===== config.mk =====
export PLATFORM = sky130hd
export DESIGN_NAME = bsg_chip_reset_sequencer_flat
export DESIGN_NICKNAME = d
export VERILOG_FILES = /design/src/rtl/bsg_chip_reset_sequencer_if.sv /design/src/rtl/bsg_chip_reset_sequencer.sv /design/src/flat_wrapper.sv
export SDC_FILE = /design/constraint.sdc
export NUM_CORES = 1
export LEC_CHECK = 0
export ABC_AREA = 1
export BUFFER_PORTS_ARGS = -buffer_cell sky130_fd_sc_hd__buf_2
export CORE_MARGIN = 5
export CORE_UTILIZATION = 47
export DETAILED_ROUTE_END_ITERATION = 10
export GPL_TIMING_DRIVEN = 0
export PLACE_DENSITY = 0.73
export SLEW_MARGIN = 30
export SYNTH_ARGS = -nofsm -noshare
export SYNTH_HDL_FRONTEND = slang
export SYNTH_SLANG_ARGS = --single-unit

===== constraint.sdc =====
create_clock -name clk_i -period 1.5 [get_ports clk_i]
set_input_delay 0.15 -clock clk_i [delete_from_list [all_inputs] [get_ports clk_i]]
set_output_delay 0.15 -clock clk_i [all_outputs]
set_load 0.03 [all_outputs]

===== src/rtl/bsg_chip_reset_sequencer_if.sv =====
// Request/reset bundle between the tag clients (master) and the reset
// sequencer (slave).
interface bsg_chip_reset_sequencer_if #(
  parameter int num_channels_p = 4
);

  logic [num_channels_p-1:0] req_v_i;
  logic [num_channels_p-1:0] req_reset_i;
  logic [num_channels_p-1:0] reset_o;
  logic                      busy_o;
  logic                      done_o;

  modport master (
    output req_v_i,
    output req_reset_i,
    input  reset_o,
    input  busy_o,
    input  done_o
  );

  modport slave (
    input  req_v_i,
    input  req_reset_i,
    output reset_o,
    output busy_o,
    output done_o
  );

endinterface


===== src/rtl/bsg_chip_reset_sequencer.sv =====
// Ordered reset release for N tag-driven channels: assertion is immediate,
// deassertion walks upward from channel 0 with a minimum hold between steps.
module bsg_chip_reset_sequencer #(
  parameter int num_channels_p = 4,
  parameter int hold_cycles_p  = 16
) (
  input logic                       clk_i,
  input logic                       reset_i,
  bsg_chip_reset_sequencer_if.slave io
);

  localparam int cnt_width_lp = $clog2(hold_cycles_p+1);

  typedef enum logic {
    e_stable,
    e_wait
  } state_e;

  state_e                    state_r, state_n;
  logic [num_channels_p-1:0] req_r;
  logic [num_channels_p-1:0] reset_r, reset_n;
  logic [cnt_width_lp-1:0]   cnt_r, cnt_n;

  logic [num_channels_p-1:0] eff;
  logic [num_channels_p-1:0] cand_mask;
  logic [num_channels_p-1:0] cand_oh;
  logic [num_channels_p-1:0] cand_rest;
  logic                      assert_pend;
  logic                      cand_v;
  logic                      cnt_sat;

  // A channel is held in reset while it or any upstream channel is requested.
  always_comb begin
    eff    = '0;
    eff[0] = req_r[0];
    for (int i = 1; i < num_channels_p; i++) begin
      eff[i] = eff[i-1] | req_r[i];
    end
  end

  assign assert_pend = |(eff & ~reset_r);
  assign cand_mask   = reset_r & ~eff;
  assign cand_oh     = cand_mask & (~cand_mask + 1'b1);
  assign cand_rest   = cand_mask & ~cand_oh;
  assign cand_v      = |cand_mask;
  assign cnt_sat     = (cnt_r == cnt_width_lp'(hold_cycles_p));

  // Release may fire straight from STABLE when the counter is already
  // saturated, so the first step out of all-ones costs no extra cycle.
  always_comb begin
    reset_n = reset_r;
    state_n = state_r;
    if (assert_pend) begin
      reset_n = reset_r | eff;
      state_n = cand_v ? e_wait : e_stable;
    end else if (cand_v && cnt_sat) begin
      reset_n = reset_r & ~cand_oh;
      state_n = (|cand_rest) ? e_wait : e_stable;
    end else begin
      state_n = cand_v ? e_wait : e_stable;
    end
  end

  always_comb begin
    cnt_n = cnt_r;
    if (reset_n != reset_r) begin
      cnt_n = '0;
    end else if (!cnt_sat) begin
      cnt_n = cnt_r + cnt_width_lp'(1);
    end
  end

  always_ff @(posedge clk_i) begin
    if (reset_i) begin
      req_r   <= '1;
      reset_r <= '1;
      cnt_r   <= '0;
      state_r <= e_stable;
    end else begin
      req_r   <= (req_r & ~io.req_v_i) | (io.req_reset_i & io.req_v_i);
      reset_r <= reset_n;
      cnt_r   <= cnt_n;
      state_r <= state_n;
    end
  end

  assign io.reset_o = reset_r;
  assign io.busy_o  = (state_r == e_wait);
  assign io.done_o  = ~(|reset_r);

endmodule


===== src/flat_wrapper.sv =====
// flat-port wrapper written by rule: the top's interface ports become plain ports
module bsg_chip_reset_sequencer_flat 
#(
  parameter int num_channels_p = 4,
  parameter int hold_cycles_p  = 16
)
  (clk_i, reset_i, io_req_v_i, io_req_reset_i, io_reset_o, io_busy_o, io_done_o);
  bsg_chip_reset_sequencer_if #(.num_channels_p(num_channels_p)) io_i ();
  input logic clk_i;
  input logic reset_i;
  input wire logic [$bits(io_i.req_v_i)-1:0] io_req_v_i;
  input wire logic [$bits(io_i.req_reset_i)-1:0] io_req_reset_i;
  output wire logic [$bits(io_i.reset_o)-1:0] io_reset_o;
  output wire logic [$bits(io_i.busy_o)-1:0] io_busy_o;
  output wire logic [$bits(io_i.done_o)-1:0] io_done_o;
  assign io_i.req_v_i = io_req_v_i;
  assign io_i.req_reset_i = io_req_reset_i;
  assign io_reset_o = io_i.reset_o;
  assign io_busy_o = io_i.busy_o;
  assign io_done_o = io_i.done_o;
  bsg_chip_reset_sequencer #(.num_channels_p(num_channels_p), .hold_cycles_p(hold_cycles_p)) u_core (.clk_i(clk_i), .reset_i(reset_i), .io(io_i));
endmodule

==> key figures, run 1 <==
Outcome
  – Status: finished, violations left
  – Violated checks: setup timing

Global route
  – Antenna violations before repair: 0
  – First-pass GRT wire length: 3.36 mm
  – Largest net degree at the start of global routing: 9
  – GRT overflow: 0
  – Vias in the first global route: 771
  – Total track usage: 0.171

Logic synthesis
  – Mapped cell area: 791 µm²
  – Synthesis-stage register bit count: 14
  – Seq/Total Area, Yosys: 0.354
  – Post-synth ARST share: 0
  – Syn Area/Cell: 7.32 µm²
  – EDFF count, synth: 0
  – Synth warnings: 0
  – Syn nets: 120
  – Gate Count Post-Synth: 108
  – Main synth FF type: dfxtp_1
  – Unique cell type count in the Yosys netlist: 23

Min path
  – Min-Delay Path Class: in2reg

Clocking
  – CTS H-tree depth: 1
  – CTS Root Buffer Type: clkbuf_4
  – Clock sinks: 14
  – Post-CTS Hold Buffers: 0
  – CTS tree: done
  – Clk Latency, worst-skew pair: 0.28 ns
  – Clock transition at the registers of the reported paths: 0.09 ns
  – Max clock buf depth: 2
  – Cts bufs inserted: 3

Critical path
  – CP Max Fanout: 5
  – Setup CP Type: reg2reg
  – Endpoint type of the worst setup path: register
  – Crit start category: register
  – Critical Path RT: 1.68 ns
  – Worst Path Arrival: 1.80 ns

Route
  – Top sig layer: met4
  – Routed via count: 832
  – Routed WL per cell: 14.4 µm
  – Final wirelength: 2.23 mm
  – Met2 routed WL: 1.05 mm
  – WL met1: 1.05 mm
  – Initial DRC count: 23
  – Drt pass-1 iters: 4
  – Via density: 5.37
  – Antenna-violating nets left: 0
  – Routed wl met3: 92 µm
  – Drc violations: 0

Cells and area
  – Fin nets: 152
  – Area delta synth->final: 44.9%
  – Post-layout util: 0.735
  – Multi-input gate area: 553 µm²
  – Share of cells above drive strength 1: 0.518
  – Final Cell Area: 1150 µm²
  – Cell Count, Final, Fillers Out: 155
  – Ant. Diodes: 0
  – Most frequent cells in the layout: buf_2 (15), nand2_1 (14), inv_1 (12), buf_4 (10), o21ai_0 (9)
  – Most common cell after layout, fill and taps aside: buf_2
  – Fillers: 104
  – FF/Latch Area: 289 µm²

Die
  – Die H: 51.0 µm
  – Initial Utilization: 0.507
  – Die Wd: 51.0 µm
  – Core area: 1560 µm²
  – Die area: 2600 µm²
  – IO Pins: 16
  – Std-Cell Rows: 14

Power
  – Max IR drop VDD: 0.000552 V
  – Cell-internal power: 587 µW
  – Final total power: 803 µW
  – Logic pwr share: 0.154
  – P_sw: 216 µW
  – Power per cell area: 701 nW/µm²
  – Clock power frac: 0.347
  – Static Leak: 0.568 nW
  – Share of power burned in registers: 0.500
  – Net switching share of the total power: 0.269

Timing
  – Crit share post-route: 1.08
  – Final setup viols: 7
  – Final Critical Period: 1.62 ns
  – Final hold slack: 0.0434 ns
  – Final setup TNS: -0.588 ns
  – Relative slew slack: 0.807
  – Fmax: 0.616 GHz
  – Final Skew: 0.00364 ns
  – Hold Vio Cnt, Final: 0
  – Final setup margin: -0.124 ns
  – RSZ-0062 raised after global routing: yes
  – Slew @ Worst Pin: 0.288 ns
  – Final slew viol count: 0

Placement
  – Buffers on Ports: 15
  – DP HPWL: 1.26 mm
  – Placer Congestion: 0.840
  – Place WS: -0.122 ns
  – Inst Count DP: 139
  – Placed Instance Area: 893 µm²

Run
  – Max-cap violation count: 0
power by group through the flow:
stage	logic (mW)	registers (mW)	clock network (mW)
finish	0.124	0.401	0.279
global route	0.138	0.403	0.307
CTS	0.101	0.400	0.283
detailed placement	0.0826	0.409	0
global placement	0.0796	0.408	0
floorplan	0.0529	0.410	0
worst paths after layout:
| check | from | to | slack [ns] | cells past startpoint |
|---|---|---|---|---|
| worst max register to register | register | u_core.cnt_r[1] | -0.12 | 10 |
| worst min-delay path | io_req_v_i[1] | register | 0.04 | 2 |
| worst max-delay path | register | u_core.cnt_r[1] | -0.12 | 10 |
| worst min register to register | register | register | 0.52 | 2 |
metal layers:
| layer | up-vias | GRT usage |
|---|---|---|
| li1 | 417 | - |
| met1 | 392 | 0.240 |
| met2 | 21 | 0.247 |
| met3 | 2 | 0.0291 |
| met4 | 0 | 0.0897 |
| met5 | - | 0 |
cells in the mapped netlist (all sizes together), types with 2 or more instances:
| cell | instances | share of area |
|---|---|---|
| nand2 | 22 | 0.13 |
| inv | 17 | 0.081 |
| dfxtp | 14 | 0.35 |
| nor2 | 12 | 0.082 |
| o21ai | 11 | 0.070 |
| nand3 | 9 | 0.070 |
| a21oi | 7 | 0.044 |
| nand4 | 3 | 0.032 |
| nor3 | 3 | 0.033 |
| clkinv | 2 | 0.0095 |
| ha | 2 | 0.032 |
| o211ai | 2 | 0.019 |
| xor2 | 2 | 0.022 |
worst max-delay path, stage by stage, from the launching register on:
cell and delay (ns):
dfxtp_2 0.36, nor2_4 0.20, nand3_1 0.15, nand2_1 0.16, nand2_1 0.08, nor2_1 0.14
nand3_2 0.08, nand2_1 0.12, nor2_4 0.06, nand4_4 0.11, nor2_2 0.05
logic make-up after synthesis:
kind of cell / count (synthesis) / share of synthesized area
xor gates and xnor gates: 3 / 0.0332
DFF: 14 / 0.354
AOI/OAI and AO/OA: 20 / 0.133
adders and majority gates: 2 / 0.0316
buffers and inverters: 19 / 0.0902
and+or+nand+nor: 50 / 0.358
layout make-up:
type | count | area share
Multi-Input combinational cell | 75 | 0.483
Sequential cell | 14 | 0.252
Timing Repair Buffer | 27 | 0.151
Inverter | 19 | 0.0655
Clock buffer | 4 | 0.0317
Tap cell | 16 | 0.0175
repair_timing:
item | 4_1_cts | 5_1_grt
hold endpoints to repair | 0 | 0
gates cloned | 0 | 0
resized for setup | 9 | 31
pin swaps | 4 | 14
setup buffers | 5 | 7
endpoints found under the setup margin | 7 | 7
Power figures use the tool's default switching activity.
==> inputs of run 2 (changes only) <==
--- a/config.mk
+++ b/config.mk
@@ -8,10 +8,11 @@
 export ABC_AREA = 1
 export BUFFER_PORTS_ARGS = -buffer_cell sky130_fd_sc_hd__buf_2
 export CORE_MARGIN = 5
-export CORE_UTILIZATION = 47
+export CORE_UTILIZATION = 49
+export CTS_BUF_LIST = sky130_fd_sc_hd__clkbuf_2 sky130_fd_sc_hd__clkbuf_4 sky130_fd_sc_hd__clkbuf_8
 export DETAILED_ROUTE_END_ITERATION = 10
 export GPL_TIMING_DRIVEN = 0
-export PLACE_DENSITY = 0.73
+export PLACE_DENSITY = 0.75
 export SLEW_MARGIN = 30
 export SYNTH_ARGS = -nofsm -noshare
 export SYNTH_HDL_FRONTEND = slang
==> key figures, run 2 (synthesized netlist as in run 1, its figures left out) <==
Critical path
  – Worst path buffer plus inverter count: 0 (unchanged)
  – Critical-path cell list: nor2_4, nand2_2, nand2_1, nand2_1, nor2_1, nand3_2, nand2_2, nor2_2, nand4_4, nor2_2
  – R2r setup slk: -0.04 ns (+0.09 ns)
  – Crit start category: register
  – Critical Path RT: 1.69 ns (about the same)
  – Reg2Reg Depth: 10 (unchanged)
  – Endpoint type of the worst setup path: register
  – R2r endpoint: u_core.cnt_r[0]
  – Worst path top cell family by delay: simple AND/OR/NAND/NOR gates
  – Worst Path Arrival: 1.72 ns (-0.08 ns)
  – Setup CP Type: reg2reg
  – CP Max Fanout: 5 (unchanged)
  – Max stage delay cell, worst path: dfxtp_2
  – Max incr delay on CP: 0.34 ns (-0.02 ns)

Timing
  – Final setup margin: -0.0363 ns (+0.0873 ns)
  – Relative slew slack: 0.788 (-0.0196)
  – Final setup TNS: -0.164 ns (+0.424 ns)
  – Final hold slack: 0.0489 ns (+0.00551 ns)
  – Final setup viols: 5 (-2)
  – Slew @ Worst Pin: 0.317 ns (+0.0294 ns)
  – Crit share post-route: 1.02 (-0.0582)
  – Fmax: 0.651 GHz (+5.7%)
  – Final Skew: 0.00781 ns (+0.00417 ns)
  – Hold Vio Cnt, Final: 0 (unchanged)
  – RSZ-0062 raised after global routing: yes
  – Final slew viol count: 0 (unchanged)
  – Final Critical Period: 1.54 ns (-0.0873 ns)

Route
  – Final wirelength: 2.02 mm (-9.3%)
  – Drt pass-1 iters: 4 (unchanged)
  – Initial DRC count: 9 (-61%)
  – Drc violations: 0 (unchanged)
  – Routed via count: 817 (-1.8%)
  – Via density: 5.31 (-1.2%)
  – Antenna-violating nets left: 0 (unchanged)
  – Routed WL per cell: 13.1 µm (-8.7%)

Die
  – Die Wd: 50.2 µm (-1.7%)
  – IO Pins: 16 (unchanged)
  – Core area: 1520 µm² (-2.2%)
  – Initial Utilization: 0.519 (+0.0117)
  – Std-Cell Rows: 14 (unchanged)
  – Die H: 50.2 µm (-1.7%)
  – Die area: 2520 µm² (-3.3%)

Outcome
  – Status: finished, violations left
  – Violated checks: setup timing

Cells and area
  – FF/Latch Area: 288 µm² (-0.43%)
  – Most common cell after layout, fill and taps aside: buf_2
  – Final Cell Area: 1100 µm² (-4.3%)
  – Most frequent cells in the layout: buf_2 (15), inv_1 (13), nand2_1 (13), buf_4 (11), o21ai_0 (9)
  – Cell Count, Final, Fillers Out: 154 (-0.65%)
  – Multi-input gate area: 524 µm² (-5.2%)
  – Post-layout util: 0.720 (-0.0151)
  – Fin nets: 151 (-0.66%)
  – Share of cells above drive strength 1: 0.500 (-0.0180)
  – Fillers: 114 (+9.6%)
  – Area delta synth->final: 38.8%
  – Ant. Diodes: 0 (unchanged)

Global route
  – Largest net degree at the start of global routing: 9 (unchanged)
  – Antenna violations before repair: 0 (unchanged)
  – Vias in the first global route: 795 (+3.1%)
  – GRT overflow: 0 (unchanged)
  – First-pass GRT wire length: 3.01 mm (-10%)
  – Total track usage: 0.150 (-0.0209)

Power
  – Clock power frac: 0.344 (-0.003)
  – Max IR drop VDD: 0.000729 V (+32%)
  – Share of power burned in registers: 0.507 (+0.007)
  – Final total power: 791 µW (-1.6%)
  – Net switching share of the total power: 0.255 (-0.0143)
  – Power per cell area: 721 nW/µm² (+2.8%)
  – P_sw: 202 µW (-6.8%)
  – Static Leak: 0.537 nW (-5.5%)
  – Logic pwr share: 0.149 (-0.005)
  – Cell-internal power: 589 µW (+0.36%)

Placement
  – DP HPWL: 1.28 mm (+1.4%)
  – Placed Instance Area: 893 µm² (unchanged)
  – Placer Congestion: 0.856 (+1.9%)
  – Place WS: -0.150 ns (-0.0280 ns)
  – Buffers on Ports: 15 (unchanged)
  – Inst Count DP: 139 (unchanged)

Min path
  – Min-Delay Path Class: in2reg
  – Hold depth: 2 (unchanged)
  – Hold path startpoint: io_req_v_i[0]

Clocking
  – CTS H-tree depth: 1 (unchanged)
  – CTS tree: done
  – Clock sinks: 14 (unchanged)
  – CTS Root Buffer Type: clkbuf_4
  – Cts bufs inserted: 3 (unchanged)
  – Clk Latency, worst-skew pair: 0.29 ns (about the same)
  – Max clock buf depth: 2 (unchanged)
  – Clock transition at the registers of the reported paths: 0.09 ns (about the same)

Run
  – Max-cap violation count: 0 (unchanged)
## run 2: power groups by stage
stage	sequential [mW]	clock (mW)	combinational (mW)
after floorplan	0.410	0	0.0529
after global placement	0.408	0	0.0791
after detailed placement	0.409	0	0.0825
after CTS	0.399	0.282	0.104
after global routing	0.404	0.306	0.130
final	0.401	0.272	0.118
## run 2: worst max path at each step
stage	startpoint	endpoint	slack (ns)	cells past startpoint
global placement	u_core.cnt_r[0]	u_core.cnt_r[2]	-0.09	9
floorplan	u_core.io.reset_o[2]	u_core.cnt_r[1]	0.05	9
detailed placement	u_core.cnt_r[0]	u_core.cnt_r[3]	-0.15	9
finish	register	u_core.cnt_r[0]	-0.04	10
global route	u_core.io.reset_o[0]	u_core.cnt_r[0]	-0.09	11
CTS	u_core.cnt_r[1]	u_core.cnt_r[3]	-0.05	10
## run 2: timing repair
action / in CTS / in global routing
pin swaps: 7 / 12
hold buffers: 0 / 0
gates resized for setup: 9 / 21
endpoints found under the setup margin: 7 / 7
setup buffers: 5 / 6
## run 2: metal layers
layer | GRT usage | wire [µm] | vias up
met5 | 0 | 0 | -
met4 | 0.0306 | 31 | 0
met3 | 0.0621 | 98 | 4
met2 | 0.266 | 1050 | 22
met1 | 0.165 | 842 | 377
li1 | - | - | 414
## run 2: final cells by class
cell class | count | share of cell area
Inverter | 19 | 0.0650
Timing Repair Buffer | 26 | 0.144
Clock buffer | 4 | 0.0331
Multi-Input combinational cell | 75 | 0.478
Tap cell | 16 | 0.0182
Sequential cell | 14 | 0.262
==> inputs of run 3 (changes only) <==
--- a/config.mk
+++ b/config.mk
@@ -5,14 +5,14 @@
 export SDC_FILE = /design/constraint.sdc
 export NUM_CORES = 1
 export LEC_CHECK = 0
-export ABC_AREA = 1
 export BUFFER_PORTS_ARGS = -buffer_cell sky130_fd_sc_hd__buf_2
 export CORE_MARGIN = 5
 export CORE_UTILIZATION = 49
 export CTS_BUF_LIST = sky130_fd_sc_hd__clkbuf_2 sky130_fd_sc_hd__clkbuf_4 sky130_fd_sc_hd__clkbuf_8
 export DETAILED_ROUTE_END_ITERATION = 10
 export GPL_TIMING_DRIVEN = 0
-export PLACE_DENSITY = 0.75
+export MAX_ROUTING_LAYER = met4
+export PLACE_DENSITY = 0.76
 export SLEW_MARGIN = 30
 export SYNTH_ARGS = -nofsm -noshare
 export SYNTH_HDL_FRONTEND = slang
==> key figures, run 3 <==
Global route
  – Antenna violations before repair: 0 (unchanged)
  – GRT overflow: 0 (unchanged)
  – Largest net degree at the start of global routing: 11 (+2)
  – Vias in the first global route: 797 (+0.25%)
  – Total track usage: 0.180 (+0.0301)
  – First-pass GRT wire length: 3.48 mm (+16%)

Logic synthesis
  – Post-synth ARST share: 0 (unchanged)
  – Cell with the most instances after synthesis: dfxtp_1
  – Main synth FF type: dfxtp_1
  – Syn nets: 96 (-20%)
  – Syn Area/Cell: 9.01 µm² (+23%)
  – EDFF count, synth: 0 (unchanged)
  – Area leader, netlist: dfxtp_1
  – Cells taking the most area after synthesis: dfxtp_1 (37%), nand2_1 (4.5%), mux2i_1 (4.0%)
  – Unique cell type count in the Yosys netlist: 32 (+39%)
  – Synth cell count leaders: dfxtp_1 (14), nand2_1 (9), inv_1 (7), nor2_1 (5)
  – Seq/Total Area, Yosys: 0.370 (+0.0158)
  – Synthesis-stage register bit count: 14 (unchanged)
  – Synth warnings: 0 (unchanged)
  – Yosys top cell area share: 0.370 (+0.0158)
  – Mapped cell area: 757 µm² (-4.3%)
  – Gate Count Post-Synth: 84 (-22%)

Placement
  – Placer Congestion: 0.879 (+2.7%)
  – Buffers on Ports: 15 (unchanged)
  – Inst Count DP: 115 (-17%)
  – DP HPWL: 1.27 mm (-1.1%)

Cells and area
  – Most common cell after layout, fill and taps aside: buf_2
  – Most frequent cells in the layout: buf_2 (15), buf_4 (10), nand2_1 (9), dfxtp_2 (8)
  – Fillers: 90 (-21%)
  – Multi-input gate area: 579 µm² (+11%)
  – Post-layout util: 0.764 (+0.0438)
  – Share of cells above drive strength 1: 0.579 (+0.0789)
  – Area delta synth->final: 50.2%
  – Cell Count, Final, Fillers Out: 130 (-16%)
  – FF/Latch Area: 298 µm² (+3.5%)
  – Fin nets: 127 (-16%)
  – Ant. Diodes: 0 (unchanged)

Die
  – Die Wd: 49.3 µm (-1.7%)
  – Die area: 2430 µm² (-3.4%)
  – IO Pins: 16 (unchanged)
  – Core area: 1490 µm² (-2.3%)
  – Die H: 49.3 µm (-1.7%)
  – Initial Utilization: 0.508 (-0.0105)
  – Std-Cell Rows: 14 (unchanged)

Timing
  – Final setup viols: 8 (+3)
  – RSZ-0062 raised after global routing: yes
  – Final setup margin: -0.195 ns (-0.159 ns)
  – Fmax: 0.590 GHz (-9.4%)
  – Final slew viol count: 0 (unchanged)
  – Hold Vio Cnt, Final: 0 (unchanged)
  – Slew @ Worst Pin: 0.392 ns (+0.0745 ns)
  – Final Skew: 0.00690 ns (-0.000914 ns)
  – Relative slew slack: 0.732 (-0.0557)
  – Crit share post-route: 1.13 (+0.106)
  – Final Critical Period: 1.70 ns (+0.159 ns)

Clocking
  – CTS Root Buffer Type: clkbuf_4
  – Clock transition at the registers of the reported paths: 0.09 ns (about the same)
  – Cts bufs inserted: 3 (unchanged)
  – Clock sinks: 14 (unchanged)
  – Clk Latency, worst-skew pair: 0.29 ns (about the same)
  – CTS tree: done
  – Max clock buf depth: 2 (unchanged)
  – CTS H-tree depth: 1 (unchanged)

Route
  – Initial DRC count: 50 (+41)
  – Drt pass-1 iters: 4 (unchanged)
  – Final wirelength: 2.17 mm (+7.6%)
  – Drc violations: 0 (unchanged)
  – Routed via count: 793 (-2.9%)
  – Antenna-violating nets left: 0 (unchanged)
  – Via density: 6.10 (+15%)
  – Routed WL per cell: 16.7 µm (+27%)

Critical path
  – Max stage delay cell, worst path: a2111o_1
  – Worst path buffer plus inverter count: 0 (unchanged)
  – CP Max Fanout: 5 (unchanged)
  – Worst path top cell family by delay: simple AND/OR/NAND/NOR gates
  – Worst Path Arrival: 1.87 ns (+0.15 ns)
  – Critical Path RT: 1.67 ns (-0.02 ns)
  – Setup CP Type: reg2reg
  – Max incr delay on CP: 0.48 ns (+0.14 ns)
  – Crit start category: register
  – Critical-path cell list: nor4_4, nor2_1, a2111o_1, nor4_2
  – Endpoint type of the worst setup path: register

Run
  – Max-cap violation count: 0 (unchanged)

Min path
  – Hold path startpoint: reset_i
  – Min-Delay Path Class: in2reg

Outcome
  – Status: finished, violations left
  – Violated checks: setup timing

Power
  – Static Leak: 0.449 nW (-16%)
  – Power per cell area: 704 nW/µm² (-2.3%)
  – Max IR drop VDD: 0.000562 V (-23%)
==> run 3: changes by cell type after synthesis, sizes merged, moves of 2 or more <==
cell     change
nor2b        +2
clkinv       -2
nand4        -3
o21ai        -5
nor2         -7
a21oi        -7
nand2       -13
nand3        -6
inv         -10
mux2i        +3
a2111oi      +3
nor4         +4
o211ai       +2
==> run 3: timing repair <==
action / 4_1_cts / 5_1_grt
setup endpoints to repair: 7 / 8
hold buffers: 0 / 0
setup buffers: 6 / 5
resized for setup: 9 / 22
pin swaps: 5 / 6
==> run 3: area by class of cell <==
class / instances / share of cell area
multi-input cells: 61 / 0.509
inverters: 7 / 0.0231
well taps: 16 / 0.0176
repair buffers: 26 / 0.142
clock buffers: 4 / 0.0319
flip-flops and latches: 14 / 0.262
plain buffers: 2 / 0.0143
==> run 3: cells by family (layout without fill, tap and decap cells) <==
logic type / count (synthesis) / count (layout) / share of synthesized area
compound gates: 19 / 19 / 0.205
xor+xnor: 4 / 4 / 0.0463
fa+ha+maj: 3 / 3 / 0.0463
buf+inv: 9 / 39 / 0.0463
flops: 14 / 14 / 0.370
mux: 3 / 3 / 0.0397
simple gates: 32 / 32 / 0.246
==> run 3: final timing paths <==
| kind | end | slack [ns] | depth (start not counted) |
|---|---|---|---|
| setup / recovery | u_core.cnt_r[1] | -0.20 | 4 |
| hold reg to reg | u_core.io.busy_o | 0.51 | 1 |
| setup reg to reg | u_core.cnt_r[1] | -0.20 | 4 |
| hold / removal | u_core.io.busy_o | 0.05 | 2 |
==> run 3: stage by stage <==
step / total power [mW] / instance area (µm²) / hold slack [ns] / setup TNS [ns] / setup slack [ns]
3_5_place_dp: 0.487 / 890 / 0.359 / -0.754 / -0.183
5_1_grt: 0.839 / 1140 / 0.0519 / -1.51 / -0.256
2_1_floorplan: 0.459 / 795 / 0.227 / -0.0849 / -0.0849
4_1_cts: 0.774 / 993 / 0.0536 / -0.457 / -0.115
6_report: 0.801 / 1140 / 0.0546 / -0.972 / -0.195
3_3_place_gp: 0.483 / 890 / 0.355 / -0.581 / -0.140
==> run 3: metal layers <==
metal | GRT usage | routed length [µm]
met1 | 0.244 | 1000
met2 | 0.253 | 956
met3 | 0.0459 | 163
met4 | 0.0673 | 47
met5 | - | 0
==> run 3: report_power, final <==
group,internal (mW),leakage [nW],switching (mW)
combinational,0.0538,0.315,0.0576
sequential,0.388,0.113,0.0261
clock,0.148,0.0210,0.127
==> run 3: worst register-to-register path: cells and delay by family (launching register included) <==
kind | cells | cell delay (ns)
flops | 1 | 0.38
compound gates | 1 | 0.48
simple gates | 3 | 0.73
